<file path="config.mk">
export PLATFORM = sky130hd
export DESIGN_NAME = mario_power_state_flat
export DESIGN_NICKNAME = d
export VERILOG_FILES = /design/src/rtl/mario_power_state_if.sv /design/src/rtl/mario_power_state.sv /design/src/flat_wrapper.sv
export SDC_FILE = /design/constraint.sdc
export NUM_CORES = 1
export LEC_CHECK = 0
export BUFFER_PORTS_ARGS = -buffer_cell sky130_fd_sc_hd__buf_4
export CELL_PAD_IN_SITES_DETAIL_PLACEMENT = 1
export CELL_PAD_IN_SITES_GLOBAL_PLACEMENT = 2
export CORE_ASPECT_RATIO = 0.8
export CORE_UTILIZATION = 32
export CTS_CLUSTER_DIAMETER = 60
export DETAILED_ROUTE_END_ITERATION = 10
export PLACE_DENSITY = 0.75
export RECOVER_POWER = 50
export SETUP_SLACK_MARGIN = 0.15
export SLEW_MARGIN = 20
export SYNTH_ARGS = -nofsm -noshare
export SYNTH_HDL_FRONTEND = slang
export SYNTH_SLANG_ARGS = --single-unit
</file>
<file path="constraint.sdc">
create_clock -name sys_clk -period 1.9 [get_ports sys_clk]
set_input_delay 0 -clock sys_clk [delete_from_list [all_inputs] [get_ports sys_clk]]
set_output_delay 0 -clock sys_clk [all_outputs]
set_load 0.02 [all_outputs]
</file>
<file path="src/rtl/mario_power_state_if.sv">
// mario_power_state_if
//   Groups the per-cycle event inputs and the power/status outputs of
//   mario_power_state into a single bundle.
//   master : producer of frame_tick, touch_* pulses and fire_btn; consumer of
//            power, invincible, blink, dead and fire_req.
//   slave  : the power-state tracker itself.
interface mario_power_state_if;
    logic       frame_tick;
    logic       touch_flower;
    logic       touch_mushroom;
    logic       touch_enemy;
    logic       fire_btn;
    logic [1:0] power;
    logic       invincible;
    logic       blink;
    logic       dead;
    logic       fire_req;

    modport master (
        output frame_tick, touch_flower, touch_mushroom, touch_enemy, fire_btn,
        input  power, invincible, blink, dead, fire_req
    );

    modport slave (
        input  frame_tick, touch_flower, touch_mushroom, touch_enemy, fire_btn,
        output power, invincible, blink, dead, fire_req
    );
endinterface

</file>
<file path="src/rtl/mario_power_state.sv">
// mario_power_state
//   Tracks the player's power level (small / big / fire / dead), post-hit
//   invincibility with a blink flag, and a rate-limited fireball request.
//   Ports:
//     sys_clk - only clock
//     RST_N   - synchronous active-low reset
//     bus     - slave side of mario_power_state_if:
//               in : frame_tick, touch_flower, touch_mushroom, touch_enemy, fire_btn
//               out: power[1:0] (0 small, 1 big, 2 fire), invincible, blink,
//                    dead (sticky), fire_req (one-cycle pulse)
module mario_power_state #(
    parameter int INV_FRAMES    = 120,
    parameter int FIRE_COOLDOWN = 15,
    parameter int BLINK_BIT     = 2
) (
    input  logic                 sys_clk,
    input  logic                 RST_N,
    mario_power_state_if.slave   bus
);

    typedef enum logic [1:0] {
        SMALL = 2'd0,
        BIG   = 2'd1,
        FIRE  = 2'd2,
        DEAD  = 2'd3
    } state_e;

    localparam logic [7:0] INV_LOAD  = 8'(INV_FRAMES);
    localparam logic [7:0] COOL_LOAD = 8'(FIRE_COOLDOWN);
    localparam logic [2:0] BLINK_IDX = 3'(BLINK_BIT);

    state_e     state_q, state_d;
    logic [7:0] inv_q, inv_d;
    logic [7:0] cool_q, cool_d;
    logic       btn_prev_q, btn_prev_d;
    logic       fire_req_q, fire_req_d;

    always_comb begin
        state_d    = state_q;
        inv_d      = inv_q;
        cool_d     = cool_q;
        fire_req_d = 1'b0;
        btn_prev_d = bus.fire_btn;

        if (bus.frame_tick && inv_q != '0) begin
            inv_d = inv_q - 8'd1;
        end
        if (bus.frame_tick && cool_q != '0) begin
            cool_d = cool_q - 8'd1;
        end

        // Rising edge of the button while armed; rejected edges are simply lost.
        if (state_q == FIRE && cool_q == '0 && bus.fire_btn && !btn_prev_q) begin
            fire_req_d = 1'b1;
            cool_d     = COOL_LOAD;
        end

        if (state_q != DEAD) begin
            // Flower takes precedence over a simultaneous mushroom, and any
            // pickup swallows an enemy pulse in the same cycle.
            if (bus.touch_flower) begin
                state_d = (state_q == SMALL) ? BIG : FIRE;
            end else if (bus.touch_mushroom) begin
                if (state_q == SMALL) begin
                    state_d = BIG;
                end
            end else if (bus.touch_enemy && inv_q == '0) begin
                unique case (state_q)
                    SMALL: state_d = DEAD;
                    BIG: begin
                        state_d = SMALL;
                        inv_d   = INV_LOAD;
                    end
                    FIRE: begin
                        state_d = BIG;
                        inv_d   = INV_LOAD;
                    end
                    default: state_d = state_q;
                endcase
            end
        end

        // Dropping out of FIRE disarms any pending cooldown.
        if (state_q == FIRE && state_d != FIRE) begin
            cool_d = '0;
        end
    end

    always_ff @(posedge sys_clk) begin
        if (!RST_N) begin
            state_q    <= SMALL;
            inv_q      <= '0;
            cool_q     <= '0;
            btn_prev_q <= 1'b0;
            fire_req_q <= 1'b0;
        end else begin
            state_q    <= state_d;
            inv_q      <= inv_d;
            cool_q     <= cool_d;
            btn_prev_q <= btn_prev_d;
            fire_req_q <= fire_req_d;
        end
    end

    assign bus.power      = (state_q == DEAD) ? 2'd0 : 2'(state_q);
    assign bus.invincible = |inv_q;
    assign bus.blink      = (|inv_q) & inv_q[BLINK_IDX];
    assign bus.dead       = (state_q == DEAD);
    assign bus.fire_req   = fire_req_q;

endmodule

</file>
<file path="src/flat_wrapper.sv">
// flat-port wrapper written by rule: the top's interface ports become plain ports
module mario_power_state_flat 
#(
    parameter int INV_FRAMES    = 120,
    parameter int FIRE_COOLDOWN = 15,
    parameter int BLINK_BIT     = 2
)
  (sys_clk, RST_N, bus_frame_tick, bus_touch_flower, bus_touch_mushroom, bus_touch_enemy, bus_fire_btn, bus_power, bus_invincible, bus_blink, bus_dead, bus_fire_req);
  mario_power_state_if bus_i ();
  input  logic sys_clk;
  input  logic RST_N;
  input wire logic [$bits(bus_i.frame_tick)-1:0] bus_frame_tick;
  input wire logic [$bits(bus_i.touch_flower)-1:0] bus_touch_flower;
  input wire logic [$bits(bus_i.touch_mushroom)-1:0] bus_touch_mushroom;
  input wire logic [$bits(bus_i.touch_enemy)-1:0] bus_touch_enemy;
  input wire logic [$bits(bus_i.fire_btn)-1:0] bus_fire_btn;
  output wire logic [$bits(bus_i.power)-1:0] bus_power;
  output wire logic [$bits(bus_i.invincible)-1:0] bus_invincible;
  output wire logic [$bits(bus_i.blink)-1:0] bus_blink;
  output wire logic [$bits(bus_i.dead)-1:0] bus_dead;
  output wire logic [$bits(bus_i.fire_req)-1:0] bus_fire_req;
  assign bus_i.frame_tick = bus_frame_tick;
  assign bus_i.touch_flower = bus_touch_flower;
  assign bus_i.touch_mushroom = bus_touch_mushroom;
  assign bus_i.touch_enemy = bus_touch_enemy;
  assign bus_i.fire_btn = bus_fire_btn;
  assign bus_power = bus_i.power;
  assign bus_invincible = bus_i.invincible;
  assign bus_blink = bus_i.blink;
  assign bus_dead = bus_i.dead;
  assign bus_fire_req = bus_i.fire_req;
  mario_power_state #(.INV_FRAMES(INV_FRAMES), .FIRE_COOLDOWN(FIRE_COOLDOWN), .BLINK_BIT(BLINK_BIT)) u_core (.sys_clk(sys_clk), .RST_N(RST_N), .bus(bus_i));
endmodule
</file>
==> reports/results.ini, run 1 <==
[outcome]
status=completed

[critical_path]
cp_slowest_stage_delay_ns=0.36
critPathSlowestCell=dfxtp_4
cp_data_required_time_ns=2.05
critical_path.cell_chain=buf_4, ha_1, mux2i_1, and4b_1, a211oi_4, a32oi_2, buf_4, nor2_1
cp_common_cell=buf_4
start_kind=flip-flop
worstPathMaxFanout=4
crit_arrival_ns=1.98
path_class=reg -> reg
end_kind=flip-flop

[clocking]
cts_tree=yes
clk_latency_ns=0.25
cts.path.max_buffers=2
root_buffer=clkbuf_8
clk_pin_slew_ns=0.07
htree_levels=1
numCtsBuffers=3
clock_sinks=20

[placed_design]
place_inst=194
gp_congestion=0.7869
placed_area_sq_um=1420
portBuffers=12
dp_hpwl_mm=2.239
pre_cts_ws_ns=-0.08279

[run]
drv_cap=0

[layout]
final_nets=180
drive_gt1_share_pct=37.04
register_area_sq_um=412.9
stdcell_area_sq_um=1617
postLayoutCoreUtil_pct=46.58
fillers=411
multi_input_area_sq_um=852.1
layout.cells.non_filler=204
syn_to_final_growth_pct=36.86
antenna_cells=0

[global_route]
grtUsageTotal_pct=16.48
grt_pass1_wl_mm=5.112
grt_antenna_before_repair=0
grt_pass1_vias=1109
grt_max_degree=14
grt-ovfl-total=0

[die]
std_cell_rows=19
coreArea_sq_um=3471
initial_core_util_pct=34.03
die_area_sq_um=3940
dieWidth_um=69.93
boundaryPins=13
die_h_um=56.34

[detailed_routing]
vias_per_cell=5.054
drt_iter0_markers=12
routed_wl_mm=3.082
vias=1031
drt.antenna.violating_nets=0
dr.pass1.iters=2
wl_per_cell_um=15.11
drc_errors=0

[pwr]
p_sw_share_pct=42.75
intPower_mw=1.554
power_mw=2.715
power.share.clock_pct=10.1
vdd_drop_max_uv=797.1
comb_power_share_pct=61.0
seqPwrFrac_pct=29.0
p_leak_nw=0.6319
power_switching_mw=1.160
power_density_nw_per_um2=1679

[yosys]
ys_warn_count=0
ys_seq_area_share_pct=33.90
netlist_instances=131
ys.flop_type=dfxtp_1
synth.avg_cell_area_sq_um=9.016
synth_edf_count=0
async_flop_share_pct=0
syn-num-nets=147
synth_seq_cells=20
synth_area_sq_um=1181
yosysUniqueCellTypes=39

[min_path]
hp-class=in -> reg

[sta]
fmax_mhz=546.8
period_minus_slack_ns=1.829
finalSetupViolCount=0
fin_skew_ns=0.001802
rsz0062_at_grt=true
hold_slack_ns=0.04649
drv_slew=0
hold_viol=0
worst_pin_slew_ns=0.3428
post-route-worst-setup-slack_ns=0.07110
fin_setup_tns_ns=0
slew_headroom_pct=76.93
finalCritPeriodShare_pct=96.26

==> layout by cell type, fill, tap and decap left out, types with 4 or more instances in the layout <==
cell type,n
a211oi_2,5
a21boi_0,6
and2_1,4
buf_4,23
clkbuf_1,4
dfxtp_1,14
dfxtp_2,4
ha_1,7
inv_1,6
nand2_1,8
nor2_1,10
nor2b_1,4
nor3_1,4
xnor2_1,6
==> path summary, 6_finish.rpt <==
check	startpoint	end	slack, ns	cells after the start
worst max register to register	u_core.state_q[0]$_SDFF_PN0_	u_core.cool_q[6]$_SDFFE_PP0P_	0.07	8
worst min-delay path	bus_frame_tick	u_core.cool_q[2]$_SDFFE_PP0P_	0.05	2
worst min register to register	u_core.cool_q[0]$_SDFFE_PP0P_	u_core.cool_q[0]$_SDFFE_PP0P_	0.52	1
worst max-delay path	u_core.state_q[0]$_SDFF_PN0_	u_core.cool_q[6]$_SDFFE_PP0P_	0.07	8
==> layer usage <==
| layer | vias up | routed length, um | GRT usage [%] |
|---|---|---|---|
| met1 | 487 | 1496 | 21.04 |
| met2 | 15 | 1466 | 27.61 |
| met3 | 2 | 102 | 4.309 |
| met4 | 0 | 16 | 4.286 |
| met5 | - | 0 | 0 |
| li1 | 527 | - | - |
==> area by class of cell <==
| cell class | count | area share [%] |
|---|---|---|
| tap | 42 | 3.251 |
| sequential | 20 | 25.54 |
| timing repair buffer | 31 | 14.09 |
| inverter | 8 | 1.858 |
| clock buffer | 3 | 2.554 |
| multi-input combinational | 100 | 52.71 |
==> synth_stat cells (2+ instances only) <==
cell | count | share of area (%)
nor3_1 | 4 | 1.7
and2_1 | 4 | 2.1
clkbuf_1 | 3 | 0.95
nor2_1 | 13 | 4.1
ha_1 | 9 | 9.5
dfxtp_1 | 20 | 34
inv_1 | 8 | 2.5
mux2i_1 | 3 | 2.5
nor4b_1 | 3 | 2.2
xnor2_1 | 6 | 4.4
nor2b_1 | 4 | 2.1
a211oi_1 | 6 | 3.8
nand2b_1 | 2 | 1.1
nand4_1 | 2 | 1.1
o21ai_0 | 2 | 0.85
nand3_1 | 2 | 0.85
a21boi_0 | 6 | 3.8
nand3b_1 | 2 | 1.3
a21oi_1 | 2 | 0.85
xor2_1 | 2 | 1.5
nand2_1 | 8 | 2.5
nor4_1 | 3 | 1.6
==> flip-flops by register name, summed over array words and instances (netlist names) <==
register	count
u_core.btn_prev_q	1
u_core.cool_q	8
u_core.state_q	2
u_core.inv_q	8
u_core.bus.fire_req	1
==> cells by family after synthesis <==
logic type,Yosys count,share of synthesized area [%]
AO/OA/AOI/OAI,25,17.27
multiplexers,3,2.542
buffers and inverters,11,3.496
flip-flops,20,33.90
adder cells (fa/ha/maj),9,9.534
XOR/XNOR,8,5.932
AND/OR/NAND/NOR,55,27.33
==> worst max-delay path, delay by kind of cell (launching register included) <==
kind,cells,cell delay (ns)
AOI/OAI and AO/OA,2,0.34
DFF,1,0.36
and+or+nand+nor,2,0.33
muxes,1,0.18
adders and majority gates,1,0.19
buffers and inverters,2,0.33
==> what timing repair did <==
action	CTS	global route
hold endpoints to repair	1	0
hold buffers	1	0
setup buffers	3	3
resized for setup	18	15
pin swaps	6	5
setup endpoints to repair	9	11
==> power by group through the flow <==
stage | logic (mW) | registers [mW] | clock network, mW
3_5_place_dp | 1.35 | 0.762 | 0
3_3_place_gp | 1.32 | 0.751 | 0
2_1_floorplan | 0.933 | 0.727 | 0
6_report | 1.66 | 0.786 | 0.273
4_1_cts | 1.54 | 0.769 | 0.285
5_1_grt | 1.81 | 0.811 | 0.302
No activity file was read; power rests on OpenSTA's default activity.
==> run 2: changes to the inputs <==
Settings changed: CORE_ASPECT_RATIO 0.8 to unset.
==> reports/results.ini, run 2 (synthesis gave the netlist of run 1 again) <==
[detailed_routing]
wl_per_cell_um=14.00  ; -7.4%
met1Wirelength_mm=1.328  ; -11%
drt.antenna.violating_nets=0  ; unchanged
drt_iter0_markers=29  ; +17
routed_wl_mm=2.897  ; -6.0%
met3WireLength_um=86  ; -16%
wl_met2_mm=1.459  ; -0.48%
vias=1032  ; +0.097%
drc_errors=0  ; unchanged
top_layer=met4
dr.pass1.iters=4  ; +2
vias_per_cell=4.986  ; -1.4%

[die]
boundaryPins=13  ; unchanged
die_area_sq_um=3938  ; about the same
std_cell_rows=21  ; +2
dieWidth_um=62.76  ; -10%
initial_core_util_pct=34.31  ; +0.28 points
coreArea_sq_um=3442  ; -0.83%
die_h_um=62.76  ; +11%

[placed_design]
place_inst=196  ; +1.0%
gp_congestion=0.8185  ; +4.0%
pre_cts_ws_ns=-0.05575  ; +0.02704 ns
portBuffers=12  ; unchanged
dp_hpwl_mm=2.137  ; -4.6%

[sta]
finalSetupViolCount=0  ; unchanged
period_minus_slack_ns=1.808  ; -0.02053 ns
slew_headroom_pct=74.89  ; -2.0 points
worst_pin_slew_ns=0.3738  ; +0.03096 ns
rsz0062_at_grt=true
post-route-worst-setup-slack_ns=0.09163  ; +0.02053 ns
finalCritPeriodShare_pct=95.18  ; -1.1 points
drv_slew=0  ; unchanged
fin_skew_ns=0.002676  ; +0.0008735 ns
fmax_mhz=553.0  ; +1.1%
hold_viol=0  ; unchanged
hold_slack_ns=0.02867  ; -0.01782 ns

[pwr]
power_density_nw_per_um2=1621  ; -3.5%
p_leak_nw=0.6349  ; +0.48%
vdd_drop_max_uv=657.5  ; -18%
power_mw=2.612  ; -3.8%

[global_route]
grt_antenna_before_repair=0  ; unchanged
grtUsageTotal_pct=16.26  ; -0.22 points
grt_pass1_wl_mm=5.126  ; +0.27%
grt-ovfl-total=0  ; unchanged
grt_pass1_vias=1134  ; +2.3%
grt_max_degree=14  ; unchanged

[critical_path]
path_class=reg -> reg
cp.buffers_inverters=2  ; unchanged
critical_path.cell_chain=inv_2, ha_4, nor3b_4, nand3_2, a211oi_4, a32oi_2, buf_6, a211oi_2
cp_slowest_stage_delay_ns=0.33  ; -0.03 ns
end_kind=flip-flop
worstPathMaxFanout=8  ; +4
start_kind=flip-flop
crit_arrival_ns=1.98  ; about the same
crit_family=compound AO/OA/AOI/OAI gates
rr_worst_depth=8  ; unchanged
r2r_start=u_core.inv_q[1]$_SDFF_PN0_
r2r_end=u_core.cool_q[3]$_SDFFE_PP0P_
critPathSlowestCell=dfxtp_2
reg2reg_setup_slack_ns=0.09  ; +0.02 ns
cp_data_required_time_ns=2.07  ; +0.02 ns

[layout]
postLayoutCoreUtil_pct=46.82  ; +0.24 points
final_common_cell=buf_4
reg_top3=u_core.cool_q (8), u_core.inv_q (8), u_core.state_q (2)
multi_input_area_sq_um=849.6  ; -0.29%
fillers=394  ; -4.1%
register_area_sq_um=409.1  ; -0.91%
drive_gt1_share_pct=33.54  ; -3.5 points
final_cell_mix=buf_4, dfxtp_1, nor2_1
antenna_cells=0  ; unchanged
syn_to_final_growth_pct=36.44
layout.cells.non_filler=207  ; +1.5%
final_nets=179  ; -0.56%

[clocking]
cts.path.max_buffers=2  ; unchanged
root_buffer=clkbuf_8
cts_tree=yes
clk_pin_slew_ns=0.07  ; about the same
htree_levels=1  ; unchanged
clk_latency_ns=0.25  ; about the same
clock_sinks=20  ; unchanged
numCtsBuffers=3  ; unchanged

[min_path]
hp-class=in -> reg
worstHoldPathCells=2  ; unchanged
min_from=bus_frame_tick
hold_path_end=u_core.cool_q[2]$_SDFFE_PP0P_

[outcome]
status=completed

[run]
drv_cap=0  ; unchanged

[run 2: cell count changes in the layout (fill, tap and decap cells not counted), moves of 2 or more]
cell,delta
nor2_2,-3
a211oi_1,+4
nor2_1,+2
a211oi_2,-4
[run 2: worst max-delay path by stage]
stage                                            start                            end  slack [ns]  cells after the start
after floorplan           u_core.state_q[0]$_SDFF_PN0_  u_core.cool_q[3]$_SDFFE_PP0P_        0.15                      5
after global placement      u_core.inv_q[0]$_SDFF_PN0_  u_core.cool_q[2]$_SDFFE_PP0P_        0.04                      8
after detailed placement    u_core.inv_q[0]$_SDFF_PN0_  u_core.cool_q[2]$_SDFFE_PP0P_       -0.06                      8
after CTS                 u_core.state_q[0]$_SDFF_PN0_  u_core.cool_q[2]$_SDFFE_PP0P_        0.13                      8
after global routing        u_core.inv_q[0]$_SDFF_PN0_  u_core.cool_q[2]$_SDFFE_PP0P_       -0.03                      8
final                       u_core.inv_q[1]$_SDFF_PN0_  u_core.cool_q[3]$_SDFFE_PP0P_        0.09                      8
[run 2: routing by layer]
| layer | up-vias | global-route usage [%] |
|---|---|---|
| li1 | 526 | - |
| met1 | 491 | 18.55 |
| met2 | 13 | 30.16 |
| met3 | 2 | 3.467 |
| met4 | 0 | 4.360 |
| met5 | - | 0 |
[run 2: cell type report]
class                           count  area share [%]
Inverter                            8           1.863
Timing Repair Buffer               30           13.90
Tap cell                           46           3.571
Clock buffer                        3           2.562
Sequential cell                    20           25.39
Multi-Input combinational cell    100           52.72
[run 2: power breakdown]
part | total (mW) | switching [mW] | internal (mW)
registers | 0.781 | 0.198 | 0.583
logic | 1.56 | 0.783 | 0.773
clock network | 0.274 | 0.134 | 0.141
[run 2: per-stage QoR]
step	setup TNS [ns]	area, sq um
floorplan	0	1199
global placement	0	1410
detailed placement	-0.07538	1410
CTS	0	1549
global route	-0.1204	1612
finish	0	1612
[run 2: what timing repair did]
item                       CTS  global route
hold buffers                 1             0
buffers inserted             3             4
gates resized for setup     19            11
setup endpoints to repair    9            10
hold endpoints to repair     1             0
pin swaps                    5             7
==> run 3: changes to the inputs <==
Settings changed: RECOVER_POWER 50 to unset.
==> reports/results.ini, run 3 (synthesis gave the netlist of run 1 again) <==
[sta]
finalSetupViolCount=0  ; unchanged
worst_pin_slew_ns=0.3738  ; unchanged
period_minus_slack_ns=1.808  ; unchanged
drv_slew=0  ; unchanged
finalCritPeriodShare_pct=95.18  ; unchanged
fmax_mhz=553.0  ; unchanged
hold_viol=0  ; unchanged
slew_headroom_pct=74.89  ; unchanged
rsz0062_at_grt=true
post-route-worst-setup-slack_ns=0.09163  ; unchanged
fin_skew_ns=0.002676  ; unchanged

[die]
die_area_sq_um=3938  ; unchanged
std_cell_rows=21  ; unchanged
dieWidth_um=62.76  ; unchanged
boundaryPins=13  ; unchanged
initial_core_util_pct=34.31  ; unchanged
die_h_um=62.76  ; unchanged
coreArea_sq_um=3442  ; unchanged

[pwr]
power_density_nw_per_um2=1616  ; -0.27%
vdd_drop_max_uv=657.5  ; about the same
p_leak_nw=0.6480  ; +2.1%

[critical_path]
crit_family=compound AO/OA/AOI/OAI gates
worstPathMaxFanout=8  ; unchanged
cp_slowest_stage_delay_ns=0.33  ; about the same
r2r_start=u_core.inv_q[1]$_SDFF_PN0_
r2r_end=u_core.cool_q[3]$_SDFFE_PP0P_
cp.buffers_inverters=2  ; unchanged
reg2reg_setup_slack_ns=0.09  ; about the same
path_class=reg -> reg
cp_data_required_time_ns=2.07  ; about the same
critical_path.cell_chain=inv_2, ha_4, nor3b_4, nand3_2, a211oi_4, a32oi_2, buf_6, a211oi_2
critPathSlowestCell=dfxtp_2
rr_worst_depth=8  ; unchanged
start_kind=flip-flop
end_kind=flip-flop
crit_arrival_ns=1.98  ; about the same

[detailed_routing]
wl_per_cell_um=14.00  ; unchanged
drc_errors=0  ; unchanged
vias_per_cell=4.990  ; about the same
vias=1033  ; +0.097%
routed_wl_mm=2.897  ; unchanged
drt.antenna.violating_nets=0  ; unchanged
drt_iter0_markers=40  ; +38%
dr.pass1.iters=4  ; unchanged

[clocking]
clock_sinks=20  ; unchanged
clk_pin_slew_ns=0.07  ; about the same
htree_levels=1  ; unchanged
clk_latency_ns=0.25  ; about the same
cts_tree=yes
numCtsBuffers=3  ; unchanged
root_buffer=clkbuf_8
cts.path.max_buffers=2  ; unchanged

[min_path]
min_from=bus_frame_tick
hp-class=in -> reg
worstHoldPathCells=2  ; unchanged
hold_path_end=u_core.cool_q[2]$_SDFFE_PP0P_

[layout]
reg_top3=u_core.cool_q (8), u_core.inv_q (8), u_core.state_q (2)
final_nets=179  ; unchanged
final_cell_mix=buf_4, dfxtp_1, nor2_1
drive_gt1_share_pct=36.02  ; +2.5 points
final_common_cell=buf_4
antenna_cells=0  ; unchanged
fillers=394  ; unchanged
syn_to_final_growth_pct=37.50
postLayoutCoreUtil_pct=47.18  ; +0.36 points

[global_route]
grt_pass1_wl_mm=5.126  ; unchanged
grt_max_degree=14  ; unchanged
grt_pass1_vias=1134  ; unchanged
grtUsageTotal_pct=16.26  ; unchanged
grt_antenna_before_repair=0  ; unchanged
grt-ovfl-total=0  ; unchanged

[placed_design]
portBuffers=12  ; unchanged
dp_hpwl_mm=2.137  ; unchanged
pre_cts_ws_ns=-0.05575  ; unchanged
gp_congestion=0.8185  ; unchanged

[run]
drv_cap=0  ; unchanged

[outcome]
status=completed

run 3: worst max path at each step:
stage / startpoint / to / slack [ns] / cells after the start
after floorplan: u_core.state_q[0]$_SDFF_PN0_ / u_core.cool_q[3]$_SDFFE_PP0P_ / 0.15 / 5
after global placement: u_core.inv_q[0]$_SDFF_PN0_ / u_core.cool_q[2]$_SDFFE_PP0P_ / 0.04 / 8
after detailed placement: u_core.inv_q[0]$_SDFF_PN0_ / u_core.cool_q[2]$_SDFFE_PP0P_ / -0.06 / 8
after CTS: u_core.state_q[0]$_SDFF_PN0_ / u_core.cool_q[2]$_SDFFE_PP0P_ / 0.13 / 8
after global routing: u_core.inv_q[0]$_SDFF_PN0_ / u_core.cool_q[2]$_SDFFE_PP0P_ / -0.03 / 8
final: u_core.inv_q[1]$_SDFF_PN0_ / u_core.cool_q[3]$_SDFFE_PP0P_ / 0.09 / 8
run 3: power breakdown:
group / leakage, nW / switching (mW) / internal [mW]
Combinational: 0.460 / 0.783 / 0.785
Sequential: 0.167 / 0.198 / 0.585
Clock: 0.0216 / 0.134 / 0.141
run 3: per-layer routing:
layer	share of wire, %	up-vias	global-route usage (%)
li1	-	526	-
met1	46	492	18.55
met2	50	13	30.16
met3	3.0	2	3.467
met4	0.79	0	4.360
met5	0	-	0
run 3: layout make-up:
| type | instances | area (sq um) | share of cell area, % |
|---|---|---|---|
| tap | 46 | 57.56 | 3.544 |
| clock buffer | 3 | 41.29 | 2.542 |
| multi-input combinational | 100 | 849.6 | 52.31 |
| sequential | 20 | 410.4 | 25.27 |
| inverter | 8 | 30.03 | 1.849 |
| timing repair buffer | 30 | 235.2 | 14.48 |
run 3: timing repair:
item                                    in CTS  in global routing
setup buffers                                3                  4
resized for setup                           19                 11
cloned                                       0                  0
pin swaps                                    5                  7
endpoints found under the setup margin       9                 10
hold endpoints to repair                     1                  0
hold buffers                                 1                  0
run 3: metrics by stage:
stage	total power, mW	instance area [sq um]	TNS, ns	hold slack [ns]	instances
after global placement	2.026	1410	0	0.2155	196
final	2.625	1624	0	0.02867	207
after CTS	2.501	1549	0	0.02032	203
after detailed placement	2.077	1410	-0.07538	0.2198	196
after global routing	2.841	1624	-0.09703	0.04165	207
after floorplan	1.659	1199	0	0.1217	131
